### src/rtl/axi4lite_reg_slave.sv
// AXI4-Lite slave owning NUM_REGS control registers, exported flat on regs_o; B one edge after AW+W both held, R one edge after AR.
// One outstanding write and one outstanding read; AW/W stall while B waits on B_READY, AR stalls while R waits on R_READY.
module axi4lite_reg_slave #(
  parameter int AXI_ADDR_WIDTH = 32,
  parameter int AXI_DATA_WIDTH = 32,
  parameter int NUM_REGS       = 8
) (
  input  logic                               A_CLK,
  input  logic                               A_RST,
  input  logic                               AW_VALID,
  output logic                               AW_READY,
  input  logic [AXI_ADDR_WIDTH-1:0]          AW_ADDR,
  input  logic                               W_VALID,
  output logic                               W_READY,
  input  logic [AXI_DATA_WIDTH-1:0]          W_DATA,
  output logic                               B_VALID,
  input  logic                               B_READY,
  output logic [1:0]                         B_RESP,
  input  logic                               AR_VALID,
  output logic                               AR_READY,
  input  logic [AXI_ADDR_WIDTH-1:0]          AR_ADDR,
  output logic                               R_VALID,
  input  logic                               R_READY,
  output logic [AXI_DATA_WIDTH-1:0]          R_DATA,
  output logic [1:0]                         R_RESP,
  output logic [NUM_REGS*AXI_DATA_WIDTH-1:0] regs_o
);

  localparam int OFS  = $clog2(AXI_DATA_WIDTH / 8);
  localparam int IDXW = $clog2(NUM_REGS);
  localparam int TOP  = IDXW + OFS;
  localparam logic [1:0] RESP_OKAY   = 2'b00;
  localparam logic [1:0] RESP_SLVERR = 2'b10;

  typedef enum logic {WR_COLLECT, WR_RESP} wr_state_t;
  typedef enum logic {RD_IDLE, RD_DATA} rd_state_t;

  wr_state_t wr_state, wr_next;
  rd_state_t rd_state, rd_next;

  logic                      live;
  logic                      aw_held, w_held;
  logic [IDXW-1:0]           aw_idx_q;
  logic                      aw_ok_q;
  logic [AXI_DATA_WIDTH-1:0] w_data_q;
  logic [AXI_DATA_WIDTH-1:0] regs_q [NUM_REGS];
  logic                      do_write;
  logic                      aw_hs, w_hs, ar_hs;

  logic [IDXW-1:0] aw_idx, ar_idx;
  logic            aw_ok, ar_ok;
  logic            unused_addr_bits;

  // Byte-offset bits are dropped so unaligned addresses hit the containing word.
  assign aw_idx = AW_ADDR[TOP-1:OFS];
  assign ar_idx = AR_ADDR[TOP-1:OFS];
  assign aw_ok  = (AW_ADDR[AXI_ADDR_WIDTH-1:TOP] == '0);
  assign ar_ok  = (AR_ADDR[AXI_ADDR_WIDTH-1:TOP] == '0);
  assign unused_addr_bits = &{1'b0, AW_ADDR[OFS-1:0], AR_ADDR[OFS-1:0]};

  assign aw_hs = AW_VALID & AW_READY;
  assign w_hs  = W_VALID & W_READY;
  assign ar_hs = AR_VALID & AR_READY;

  // Keeps all readies low while reset is held and for the release cycle.
  always_ff @(posedge A_CLK or posedge A_RST) begin
    if (A_RST) live <= 1'b0;
    else       live <= 1'b1;
  end

  always_ff @(posedge A_CLK or posedge A_RST) begin
    if (A_RST) begin
      wr_state <= WR_COLLECT;
      rd_state <= RD_IDLE;
    end else begin
      wr_state <= wr_next;
      rd_state <= rd_next;
    end
  end

  always_comb begin
    wr_next = wr_state;
    case (wr_state)
      WR_COLLECT: if (aw_held && w_held) wr_next = WR_RESP;
      WR_RESP:    if (B_READY)           wr_next = WR_COLLECT;
      default:                           wr_next = WR_COLLECT;
    endcase
    rd_next = rd_state;
    case (rd_state)
      RD_IDLE: if (ar_hs)   rd_next = RD_DATA;
      RD_DATA: if (R_READY) rd_next = RD_IDLE;
      default:              rd_next = RD_IDLE;
    endcase
  end

  always_comb begin
    AW_READY = live & ~aw_held & (wr_state == WR_COLLECT);
    W_READY  = live & ~w_held & (wr_state == WR_COLLECT);
    B_VALID  = (wr_state == WR_RESP);
    do_write = (wr_state == WR_COLLECT) & aw_held & w_held;
    AR_READY = live & (rd_state == RD_IDLE);
    R_VALID  = (rd_state == RD_DATA);
  end

  always_ff @(posedge A_CLK or posedge A_RST) begin
    if (A_RST) begin
      aw_held  <= 1'b0;
      w_held   <= 1'b0;
      aw_idx_q <= '0;
      aw_ok_q  <= 1'b0;
      w_data_q <= '0;
      B_RESP   <= RESP_OKAY;
      R_DATA   <= '0;
      R_RESP   <= RESP_OKAY;
      for (int i = 0; i < NUM_REGS; i++) regs_q[i] <= '0;
    end else begin
      if (aw_hs) begin
        aw_held  <= 1'b1;
        aw_idx_q <= aw_idx;
        aw_ok_q  <= aw_ok;
      end
      if (w_hs) begin
        w_held   <= 1'b1;
        w_data_q <= W_DATA;
      end
      if (do_write) begin
        aw_held <= 1'b0;
        w_held  <= 1'b0;
        B_RESP  <= aw_ok_q ? RESP_OKAY : RESP_SLVERR;
        if (aw_ok_q) regs_q[aw_idx_q] <= w_data_q;
      end
      // Reads sample the bank before any write landing on the same edge.
      if (ar_hs) begin
        R_DATA <= ar_ok ? regs_q[ar_idx] : '0;
        R_RESP <= ar_ok ? RESP_OKAY : RESP_SLVERR;
      end
    end
  end

  for (genvar g = 0; g < NUM_REGS; g++) begin : g_regs_out
    assign regs_o[g*AXI_DATA_WIDTH +: AXI_DATA_WIDTH] = regs_q[g];
  end

endmodule

### config.mk
export PLATFORM = sky130hd
export DESIGN_NAME = axi4lite_reg_slave
export DESIGN_NICKNAME = d
export VERILOG_FILES = /design/src/rtl/axi4lite_reg_slave.sv
export SDC_FILE = /design/constraint.sdc
export NUM_CORES = 1
export LEC_CHECK = 0
export BUFFER_PORTS_ARGS = -buffer_cell sky130_fd_sc_hd__buf_2
export CORE_MARGIN = 2
export CORE_UTILIZATION = 52
export DETAILED_ROUTE_END_ITERATION = 8
export GPL_ROUTABILITY_DRIVEN = 0
export GPL_TIMING_DRIVEN = 0
export HOLD_SLACK_MARGIN = 0.12
export PLACE_DENSITY = 0.8
export SKIP_CTS_REPAIR_TIMING = 1
export SYNTH_ARGS = -nofsm -noshare
export SYNTH_HDL_FRONTEND = slang
export SYNTH_SLANG_ARGS = --single-unit
export TNS_END_PERCENT = 5
### constraint.sdc
create_clock -name A_CLK -period 16.2 [get_ports A_CLK]
set_input_delay 3.24 -clock A_CLK [delete_from_list [all_inputs] [get_ports A_CLK]]
set_output_delay 3.24 -clock A_CLK [all_outputs]
set_load 0.01 [all_outputs]
==> flow_summary.json <==
{
  "synth_ff_type": "dfrtp_1",
  "pin_count": 400,
  "drtPass1Iterations": 5,
  "fin_skew_ns": 0.0125,
  "cp.arrival_ns": 5.04,
  "synth_cells": 896,
  "synthArstFlopShare_pct": 100,
  "endpoint_kind": "register",
  "crit_type": "input port to register",
  "start_kind": "input port",
  "cts_tree": "yes",
  "gr-total-overflow": 0,
  "grt_pass1_vias": 9904,
  "ys_seq_area_share_pct": 58.0,
  "synth_xor_area_share_pct": 0,
  "syn_to_final_growth_pct": 25.4,
  "reg2regPathDepth": 5,
  "drc": 0,
  "rsz0062_at_grt": "no",
  "final_cell_mix": "buf_2 (428), dfrtp_1 (331), mux2_1 (291)",
  "fp-row-count": 60,
  "layout_commonest_cell": "buf_2",
  "antenna_found_initial": 4,
  "setup_tns_ns": 0,
  "grt_pass1_wl_mm": 61.9,
  "synth_area_per_cell_um2": 15.9,
  "whs_endpoint": "B_RESP[1]",
  "syn_area_um2": 14300,
  "drv_cap": 0,
  "max_freq_mhz": 215,
  "place_area_um2": 16700,
  "wl_mm": 42.0,
  "utilization_pct": 66.4,
  "synth_compound_area_share_pct": 1.40,
  "drive_above_1_share_pct": 42.0,
  "use_met2_pct": 49.1,
  "dieArea_um2": 28800,
  "hp-class": "register to register",
  "worstHoldStart": "B_RESP[1]",
  "grt_usage_pct": 29.2,
  "cp_common_cell": "buf_2",
  "cts.sinks": 331,
  "vias": 9789,
  "worstReg2RegStart": "B_VALID",
  "cts-root-buf": "clkbuf_16",
  "yosys.area_share.simple_pct": 2.90,
  "synthMuxAreaShare_pct": 35.3,
  "hold_path_depth": 2,
  "worstPathCellList": "buf_2, buf_2, buf_2, mux4_2, mux2i_1, o21ai_1",
  "core_um2": 27000,
  "dieWidth_um": 170,
  "drtIter0Drc": 694,
  "ir_drop_mv": 0.0807,
  "die_h_um": 170,
  "cp_slowest_cell": "buf_2",
  "ant_nets": 0,
  "initial_core_util_pct": 53.0,
  "use_met1_pct": 37.2,
  "timing.final.crit_period_ns": 4.66,
  "slew_headroom_pct": 31.8,
  "leakage_nw": 10.0,
  "port_buffers": 390,
  "grt_util_met3_pct": 6.93,
  "htree_levels": 2,
  "timing.hold.ws_ns": 0.476,
  "ys_warn_count": 0,
  "tightestPinTransition_ns": 1.02,
  "vias_per_cell": 5.78,
  "slowest_delay_ns": 0.44,
  "synth-adder-area-share_pct": 0,
  "grt_max_degree": 134,
  "hold_viol_final": 0,
  "numCtsBuffers": 36,
  "worstSkewPairLatency_ns": 0.50,
  "yosysUniqueCellTypes": 33,
  "nFillCells": 1936,
  "cp.required_ns": 16.59,
  "fin_crit_sh_pct": 28.7,
  "fin_area_um2": 17900,
  "fin_nets": 1430,
  "r2r_setup_slack_ns": 13.79,
  "busiest_layer": "met2",
  "clockBufferDepth": 3,
  "path_clk_slew_ns": 0.06,
  "critical_path_peak_fanout": 10,
  "synth_edf_count": 0,
  "maxSlewViolCount": 0,
  "synth_top_family_by_area": "multiplexers",
  "dp_hpwl_mm": 29.3,
  "outcome": "finished, final reports clean",
  "power.density_nw_per_um2": 107,
  "routedWlPerCell_um": 24.8,
  "setup_viol": 0,
  "r2r_end": "regs_o[134]",
  "ys_ff_latch": 331
}
==> area by class of cell <==
cell class	instances	area (µm²)	share of cell area (%)
flip-flops and latches	331	8280	46.3
clock buffers	56	1100	6.13
plain buffers	57	318	1.77
diodes	2	5.00	0.0279
well taps	341	427	2.38
repair buffers	392	2010	11.2
inverters	5	26.3	0.147
clock inverters	6	80.1	0.447
multi-input cells	504	5660	31.6
==> sequential cells by signal (all words and copies together) (netlist names) <==
signal    cells
R_DATA       32
B_VALID       1
aw_idx_q      3
R_VALID       1
aw_ok_q       1
w_held        1
live          1
regs_o      256
aw_held       1
w_data_q     32
R_RESP        1
B_RESP        1
==> critical path: cells and delay by family <==
family          cells  cell delay [ns]
buf+inv             3             1.19
mux                 2             0.50
compound gates      1             0.08
==> worst max path at each step <==
| stage | end | slack, ns | startpoint | cells past startpoint |
|---|---|---|---|---|
| 2_1_floorplan | B_RESP[1] | 3.79 | A_RST | 1 |
| 3_3_place_gp | w_data_q[21] | 0.38 | A_RST | 2 |
| 3_5_place_dp | R_DATA[20] | 11.02 | AR_ADDR[4] | 6 |
| 4_1_cts | R_DATA[20] | 11.55 | AR_ADDR[4] | 6 |
| 5_1_grt | R_DATA[31] | 11.45 | AR_ADDR[4] | 6 |
| 6_report | R_DATA[20] | 11.54 | AR_ADDR[4] | 6 |
==> logic make-up after synthesis <==
kind of cell | count (synthesis)
AOI/OAI and AO/OA | 39
buffers and inverters | 62
DFF | 331
muxes | 387
other | 2
and+or+nand+nor | 75
==> Yosys cell counts, types with 4 or more instances <==
| cell | number | share of area (%) |
|---|---|---|
| buf_4 | 9 | 0.47 |
| nand2_1 | 40 | 1.1 |
| nor3b_2 | 4 | 0.35 |
| nor4_1 | 12 | 0.53 |
| mux4_2 | 64 | 10 |
| inv_1 | 5 | 0.13 |
| dfrtp_1 | 331 | 58 |
| mux2_1 | 291 | 23 |
| buf_2 | 38 | 1.3 |
| mux2i_1 | 32 | 2.2 |
| o21ai_1 | 33 | 1.2 |
| clkbuf_1 | 4 | 0.11 |
==> metrics by stage <==
stage	instances	setup WS, ns	total power [W]
finish	1694	11.54	0.00192
global placement	1628	0.378	0.00111
detailed placement	1630	11.02	0.00112
floorplan	897	3.79	0.00104
global route	1694	11.45	0.00199
CTS	1692	11.55	0.00193
==> power by group <==
group          total [W]  leakage [nW]  internal (W)  switching (W)
sequential      0.000973          4.54      0.000876      0.0000970
clock           0.000812         0.582      0.000495       0.000317
combinational   0.000137          4.88     0.0000632      0.0000742
total            0.00192          10.0       0.00143       0.000488
==> metal layers <==
| layer | routed length [µm] | up-vias |
|---|---|---|
| met2 | 20900 | 430 |
| met4 | 1310 | 4 |
| li1 | - | 4184 |
| met1 | 16600 | 5084 |
| met5 | 27 | - |
| met3 | 3160 | 87 |
No activity file was read; power rests on OpenSTA's default activity.
